--- src/rtl/edf_ic_pkg.sv ---
// rtl/edf_ic_pkg.sv - shared types and constants for the EDF interrupt claim block
package edf_ic_pkg;

  // Claim handshake phases
  typedef enum logic [1:0] {
    ST_IDLE    = 2'd0,
    ST_OFFER   = 2'd1,
    ST_RETRY   = 2'd2,
    ST_SERVICE = 2'd3
  } state_e;

  localparam int unsigned DefaultAckTimeout = 8;
  localparam logic [7:0]  RetryCntMax       = 8'hFF;

endpackage

--- src/rtl/edf_timeout_cnt.sv ---
// rtl/edf_timeout_cnt.sv - offer timeout counter with clear, enable and expire flag
module edf_timeout_cnt
  import edf_ic_pkg::*;
#(
  parameter int unsigned Limit = DefaultAckTimeout
) (
  input  logic clk_i,
  input  logic rst_i,
  input  logic clr_i,
  input  logic en_i,
  output logic expire_o
);

  localparam logic [7:0] LastVal = 8'(Limit - 1);

  logic [7:0] cnt_q;
  logic [7:0] cnt_d;

  // Clear wins over enable so a fresh offer always starts from zero
  always_comb begin
    cnt_d = cnt_q;
    if (clr_i) begin
      cnt_d = '0;
    end else if (en_i) begin
      cnt_d = cnt_q + 8'd1;
    end
  end

  // Counter register
  always_ff @(posedge clk_i) begin
    if (rst_i) begin
      cnt_q <= '0;
    end else begin
      cnt_q <= cnt_d;
    end
  end

  // Expire marks the last offer cycle the hart is allowed to acknowledge in
  assign expire_o = (cnt_q == LastVal);

endmodule

--- src/rtl/edf_irq_claim.sv ---
// rtl/edf_irq_claim.sv - offers an EDF winner to the hart and tracks claim/service/complete
module edf_irq_claim
  import edf_ic_pkg::*;
#(
  parameter  int unsigned NrParIrqs  = 4,
  parameter  int unsigned AckTimeout = DefaultAckTimeout,
  localparam int unsigned IdWidth    = $clog2(NrParIrqs)
) (
  input  logic                 clk_i,
  input  logic                 rst_i,
  input  logic                 ic_valid_i,
  input  logic [IdWidth-1:0]   ic_id_i,
  output logic                 ic_ready_o,
  output logic                 ic_claim_o,
  output logic                 ic_complete_o,
  output logic [IdWidth-1:0]   ic_ret_id_o,
  output logic                 core_irq_o,
  output logic [IdWidth-1:0]   core_id_o,
  input  logic                 core_ack_i,
  input  logic                 core_done_i,
  input  logic [IdWidth-1:0]   core_done_id_i,
  output logic [NrParIrqs-1:0] in_service_o,
  output logic [7:0]           retry_cnt_o,
  output logic                 err_o
);

  state_e             state_q, state_d;
  logic [IdWidth-1:0] id_q, id_d;
  logic               claim_q, claim_d;
  logic               complete_q, complete_d;
  logic [IdWidth-1:0] ret_id_q, ret_id_d;
  logic [7:0]         retry_cnt_q, retry_cnt_d;
  logic               err_q, err_d;

  logic accept;
  logic ack_ok;
  logic timeout;
  logic done_ok;
  logic tmo_clr;
  logic tmo_en;
  logic tmo_expire;

  assign accept  = (state_q == ST_IDLE) && ic_valid_i;
  assign ack_ok  = (state_q == ST_OFFER) && core_ack_i;
  // An ack on the expiring cycle still counts, so timeout requires no ack
  assign timeout = (state_q == ST_OFFER) && !core_ack_i && tmo_expire;
  assign done_ok = (state_q == ST_SERVICE) && core_done_i && (core_done_id_i == id_q);
  assign tmo_clr = accept;
  assign tmo_en  = (state_q == ST_OFFER) && !core_ack_i && !tmo_expire;

  edf_timeout_cnt #(
    .Limit(AckTimeout)
  ) u_timeout_cnt (
    .clk_i   (clk_i),
    .rst_i   (rst_i),
    .clr_i   (tmo_clr),
    .en_i    (tmo_en),
    .expire_o(tmo_expire)
  );

  // State register
  always_ff @(posedge clk_i) begin
    if (rst_i) begin
      state_q <= ST_IDLE;
    end else begin
      state_q <= state_d;
    end
  end

  // Next-state logic
  always_comb begin
    state_d = state_q;
    unique case (state_q)
      ST_IDLE:    if (accept) state_d = ST_OFFER;
      ST_OFFER: begin
        if (ack_ok) begin
          state_d = ST_SERVICE;
        end else if (timeout) begin
          state_d = ST_RETRY;
        end
      end
      ST_RETRY:   state_d = ST_IDLE;
      ST_SERVICE: if (done_ok) state_d = ST_IDLE;
      default:    state_d = ST_IDLE;
    endcase
  end

  // State-decoded outputs
  always_comb begin
    ic_ready_o   = 1'b0;
    core_irq_o   = 1'b0;
    core_id_o    = '0;
    in_service_o = '0;
    unique case (state_q)
      ST_IDLE:    ic_ready_o = 1'b1;
      ST_OFFER: begin
        core_irq_o = 1'b1;
        core_id_o  = id_q;
      end
      ST_SERVICE: in_service_o[id_q] = 1'b1;
      default:    ic_ready_o = 1'b0;
    endcase
  end

  // Latched id, one-cycle controller pulses, retry count and sticky error
  always_comb begin
    id_d        = id_q;
    claim_d     = 1'b0;
    complete_d  = 1'b0;
    ret_id_d    = '0;
    retry_cnt_d = retry_cnt_q;
    err_d       = err_q;
    if (accept) begin
      id_d = ic_id_i;
    end
    if (ack_ok) begin
      claim_d  = 1'b1;
      ret_id_d = id_q;
    end
    if (done_ok) begin
      complete_d = 1'b1;
      ret_id_d   = id_q;
    end
    if (timeout && (retry_cnt_q != RetryCntMax)) begin
      retry_cnt_d = retry_cnt_q + 8'd1;
    end
    if (core_done_i && !done_ok) begin
      err_d = 1'b1;
    end
  end

  // Datapath registers; reset drops any pending pulse so an abandoned transaction reports nothing
  always_ff @(posedge clk_i) begin
    if (rst_i) begin
      id_q        <= '0;
      claim_q     <= 1'b0;
      complete_q  <= 1'b0;
      ret_id_q    <= '0;
      retry_cnt_q <= '0;
      err_q       <= 1'b0;
    end else begin
      id_q        <= id_d;
      claim_q     <= claim_d;
      complete_q  <= complete_d;
      ret_id_q    <= ret_id_d;
      retry_cnt_q <= retry_cnt_d;
      err_q       <= err_d;
    end
  end

  assign ic_claim_o    = claim_q;
  assign ic_complete_o = complete_q;
  assign ic_ret_id_o   = ret_id_q;
  assign retry_cnt_o   = retry_cnt_q;
  assign err_o         = err_q;

endmodule

--- config.mk ---
export PLATFORM = sky130hd
export DESIGN_NAME = edf_irq_claim
export DESIGN_NICKNAME = d
export VERILOG_FILES = /design/src/rtl/edf_ic_pkg.sv /design/src/rtl/edf_timeout_cnt.sv /design/src/rtl/edf_irq_claim.sv
export SDC_FILE = /design/constraint.sdc
export NUM_CORES = 1
export LEC_CHECK = 0
export CAP_MARGIN = 20
export CORE_MARGIN = 5
export CORE_UTILIZATION = 55
export CTS_BUF_LIST = sky130_fd_sc_hd__clkbuf_2
export CTS_CLUSTER_SIZE = 12
export DETAILED_ROUTE_END_ITERATION = 16
export HOLD_SLACK_MARGIN = 0.03
export PLACE_DENSITY_LB_ADDON = 0.08
export SYNTH_ARGS = -nofsm -noshare
export SYNTH_HDL_FRONTEND = slang
export SYNTH_SLANG_ARGS = --single-unit
--- constraint.sdc ---
create_clock -name clk_i -period 2.95 [get_ports clk_i]
set_clock_uncertainty 0.2 [all_clocks]
set_input_delay 0.59 -clock clk_i [delete_from_list [all_inputs] [get_ports clk_i]]
set_output_delay 0.59 -clock clk_i [all_outputs]
set_load 0.01 [all_outputs]
==> impl_metrics.csv <==
group,metric,value,unit
cells_and_area,final_area,1580,sq um
placed_design,numPortBuffers,29,
synth,synth_compound_area_share,10.7,%
clocking,clk_pin_slew_worst_paths,0.26,ns
synth,synthSimpleGateAreaFrac,32.3,%
flow_run,cap_violations,0,
route,via_count,1128,
cells_and_area,diodes,0,
timing,setup_slack,0.271,ns
run_status,status,"finished, final reports clean",
floorplanning,ios,30,
synth,synth_top_family_by_area,"simple AND/OR/NAND/NOR gates",
global_routing,antenna_found_initial,0,
global_routing,grt_max_degree,16,
synth,synth_xor_area_share,6.24,%
route,via_per_inst,5.61,
worst_setup_path,slowest_delay,0.58,ns
clocking,holdBufCountCts,0,
synth,synth_cells,144,
clocking,cts.path.max_buffers,2,
floorplanning,die-area,3350,sq um
placed_design,post-place-ws,0.390,ns
synth,yosys.cell_types.count,39,
worst_setup_path,crit_path_end_kind,"output port",
cells_and_area,syn_to_final_growth,24.9,%
worst_setup_path,crit_slowest_cell,"dfxtp_1",
power_and_ir_drop,power,0.564,mW
worst_setup_path,cpLargestDelayFamily,"flip-flops",
worst_setup_path,crit_chain,"nor2b_1 > and2_1 > clkdlybuf4s50_1",
global_routing,grt_pass1_wl,4700,um
global_routing,grt_pass1_vias,1088,
synth,yosysTopAreaCell,"dfxtp_1",
timing,clock.fmax,373,MHz
route,wl,2690,um
timing,rsz0062_at_grt,"no",
synth,syn_area,1260,sq um
floorplanning,coreArea,2210,sq um
route,drt_iter0_markers,27,
synth,syn-num-nets,155,
worst_setup_path,critPathArrivalTime,1.89,ns
clocking,cts_setup_buffers,0,
route,drtPass1Iterations,4,
worst_setup_path,path_class,"reg2out",
route,avgRoutedWirePerCell,13.4,um
clocking,cts-root-buf,"clkbuf_2",
floorplanning,initial_core_util,57.1,%
clocking,ctsResizeCount,0,
timing,hold_slack,0.340,ns
worst_setup_path,crit_buf_inv,1,
timing,tightest_slew,0.489,ns
timing,slew_headroom,67.3,%
timing,maxSlewViolCount,0,
floorplanning,die_x,57.9,um
route,ant_nets,0,
synth,synthAdderAreaFrac,1.98,%
placed_design,place_area,1550,sq um
timing,tns,0,ns
floorplanning,fp.dieH,57.9,um
route,drc,0,
synth,synth_mux_area_share,4.06,%
global_routing,overflow,0,
placed_design,gp_congestion,0.795,
power_and_ir_drop,power.density,357,nW/um^2
worst_setup_path,worstPathMaxFanout,11,
synth,ys_top_cells_by_area,"dfxtp_1 (40%), nor2_1 (6.5%), xnor2_1 (6.2%)",
cells_and_area,nets,185,
timing,setup_viol,0,
synth,avgSynthCellArea,8.77,sq um
floorplanning,rows,17,
clocking,numClockSinks,25,
global_routing,track_usage,17.4,%
power_and_ir_drop,max-vdd-ir-drop,0.241,mV
synth,yosysWarnings,0,
synth,yosysSeqAreaShare,39.6,%
synth,ys_ff_latch,25,
clocking,h-tree-depth,1,
worst_setup_path,cp_data_required_time,2.16,ns
hold_path,hold_path_class,"reg2reg",
worst_setup_path,worstSetupStartpointType,"flop",
clocking,cts_inserted_buffers,3,
timing,fin_crit_sh,90.8,%
timing,hold_viol,0,
placed_design,dp_hpwl,2070,um
synth,synth_top_area_share,39.6,%
clocking,clk_latency,0.35,ns
power_and_ir_drop,leakage,0.516,nW
clocking,cts_tree,"done",
cells_and_area,drive_gt1_share,7.51,%
timing,finalCriticalPeriod,2.68,ns
## synth_stat cells (all sizes together)
library cell and n:
xnor2 9, nor3 6, inv 4, mux2i 4, or3 3, nor2b 2, and3 2, nor2 22
o31ai 3, a311oi 1, o21ai 6, a31oi 1, dfxtp 25, ha 2, mux2 1, buf 3
or4 2, nand4bb 1, and2 7, and4 2, clkbuf 3, nor4bb 1, a21oi 9, or2 1
nand4 4, nand4b 1, nor4 1, nand2 5, or3b 1, a211oi 3, nand3 7, nor3b 2
## worst register-to-register path, cell delays in order (launching register included)
cell and delay (ns):
dfxtp_1 0.43, ha_1 0.21, nor4bb_1 0.30, buf_4 0.21, nand3_2 0.13, or4_1 0.50, a21oi_1 0.14
## per-layer routing
| layer | up-vias | global-route usage [%] | routed length [um] |
|---|---|---|---|
| met5 | - | 0 | 0 |
| li1 | 568 | - | - |
| met1 | 528 | 22.4 | 1250 |
| met2 | 27 | 27.7 | 1230 |
| met4 | 0 | 5.96 | 32 |
| met3 | 5 | 5.35 | 182 |
## cell type report
cell class | instances | area [sq um]
flip-flops and latches | 25 | 500
repair buffers | 31 | 305
clock inverters | 1 | 7.51
well taps | 28 | 35.0
fillers | 181 | 636
multi-input cells | 109 | 698
inverters | 4 | 15.0
clock buffers | 3 | 15.0
## report_power, final
| group | internal, mW | total (mW) | switching (mW) |
|---|---|---|---|
| Combinational | 0.0367 | 0.0658 | 0.0291 |
| Clock | 0.0314 | 0.142 | 0.110 |
| Sequential | 0.345 | 0.356 | 0.0106 |
| Total | 0.414 | 0.564 | 0.150 |
## final timing paths
kind	from	to	slack, ns	cells past startpoint
setup / recovery	state_q[0]$_SDFFE_PP0P_	core_id_o[1]	0.27	3
setup reg to reg	u_timeout_cnt.cnt_q[0]$_SDFFE_PP0P_	retry_cnt_o[3]$_SDFFE_PP0P_	0.81	6
hold reg to reg	retry_cnt_o[7]$_SDFFE_PP0P_	retry_cnt_o[7]$_SDFFE_PP0P_	0.34	2
hold / removal	retry_cnt_o[7]$_SDFFE_PP0P_	retry_cnt_o[7]$_SDFFE_PP0P_	0.34	2
## state kept, by name, summed over array words and instances (netlist names)
name / cells
ic_ret_id_o: 2
retry_cnt_o: 8
ic_complete_o: 1
ic_claim_o: 1
id_q: 2
err_o: 1
u_timeout_cnt.cnt_q: 8
state_q: 2
## cell usage in the layout (no fill, tap or decap), drive strengths merged, types with 3 or more instances in the layout
cell            n
clkdlybuf4s50  29
xnor2           9
nand2           5
o31ai           3
nand3           7
nor3            6
mux2i           4
a21oi           9
dfxtp          25
a211oi          3
or3             3
nand4           4
nor2           22
inv             4
and2            7
clkbuf          3
o21ai           6
## through the flow
step,util (%),cells
global route,71.3,201
detailed placement,70.2,197
global placement,70.2,197
finish,71.3,201
CTS,71.3,201
floorplan,-,144
## cell families (layout without fill, tap and decap cells)
group / after synthesis / in the layout
compound gates: 23 / 23
xor+xnor: 9 / 9
fa+ha+maj: 2 / 2
buf+inv: 10 / 39
flops: 25 / 25
mux: 5 / 5
simple gates: 70 / 70
Power figures use the tool's default switching activity.
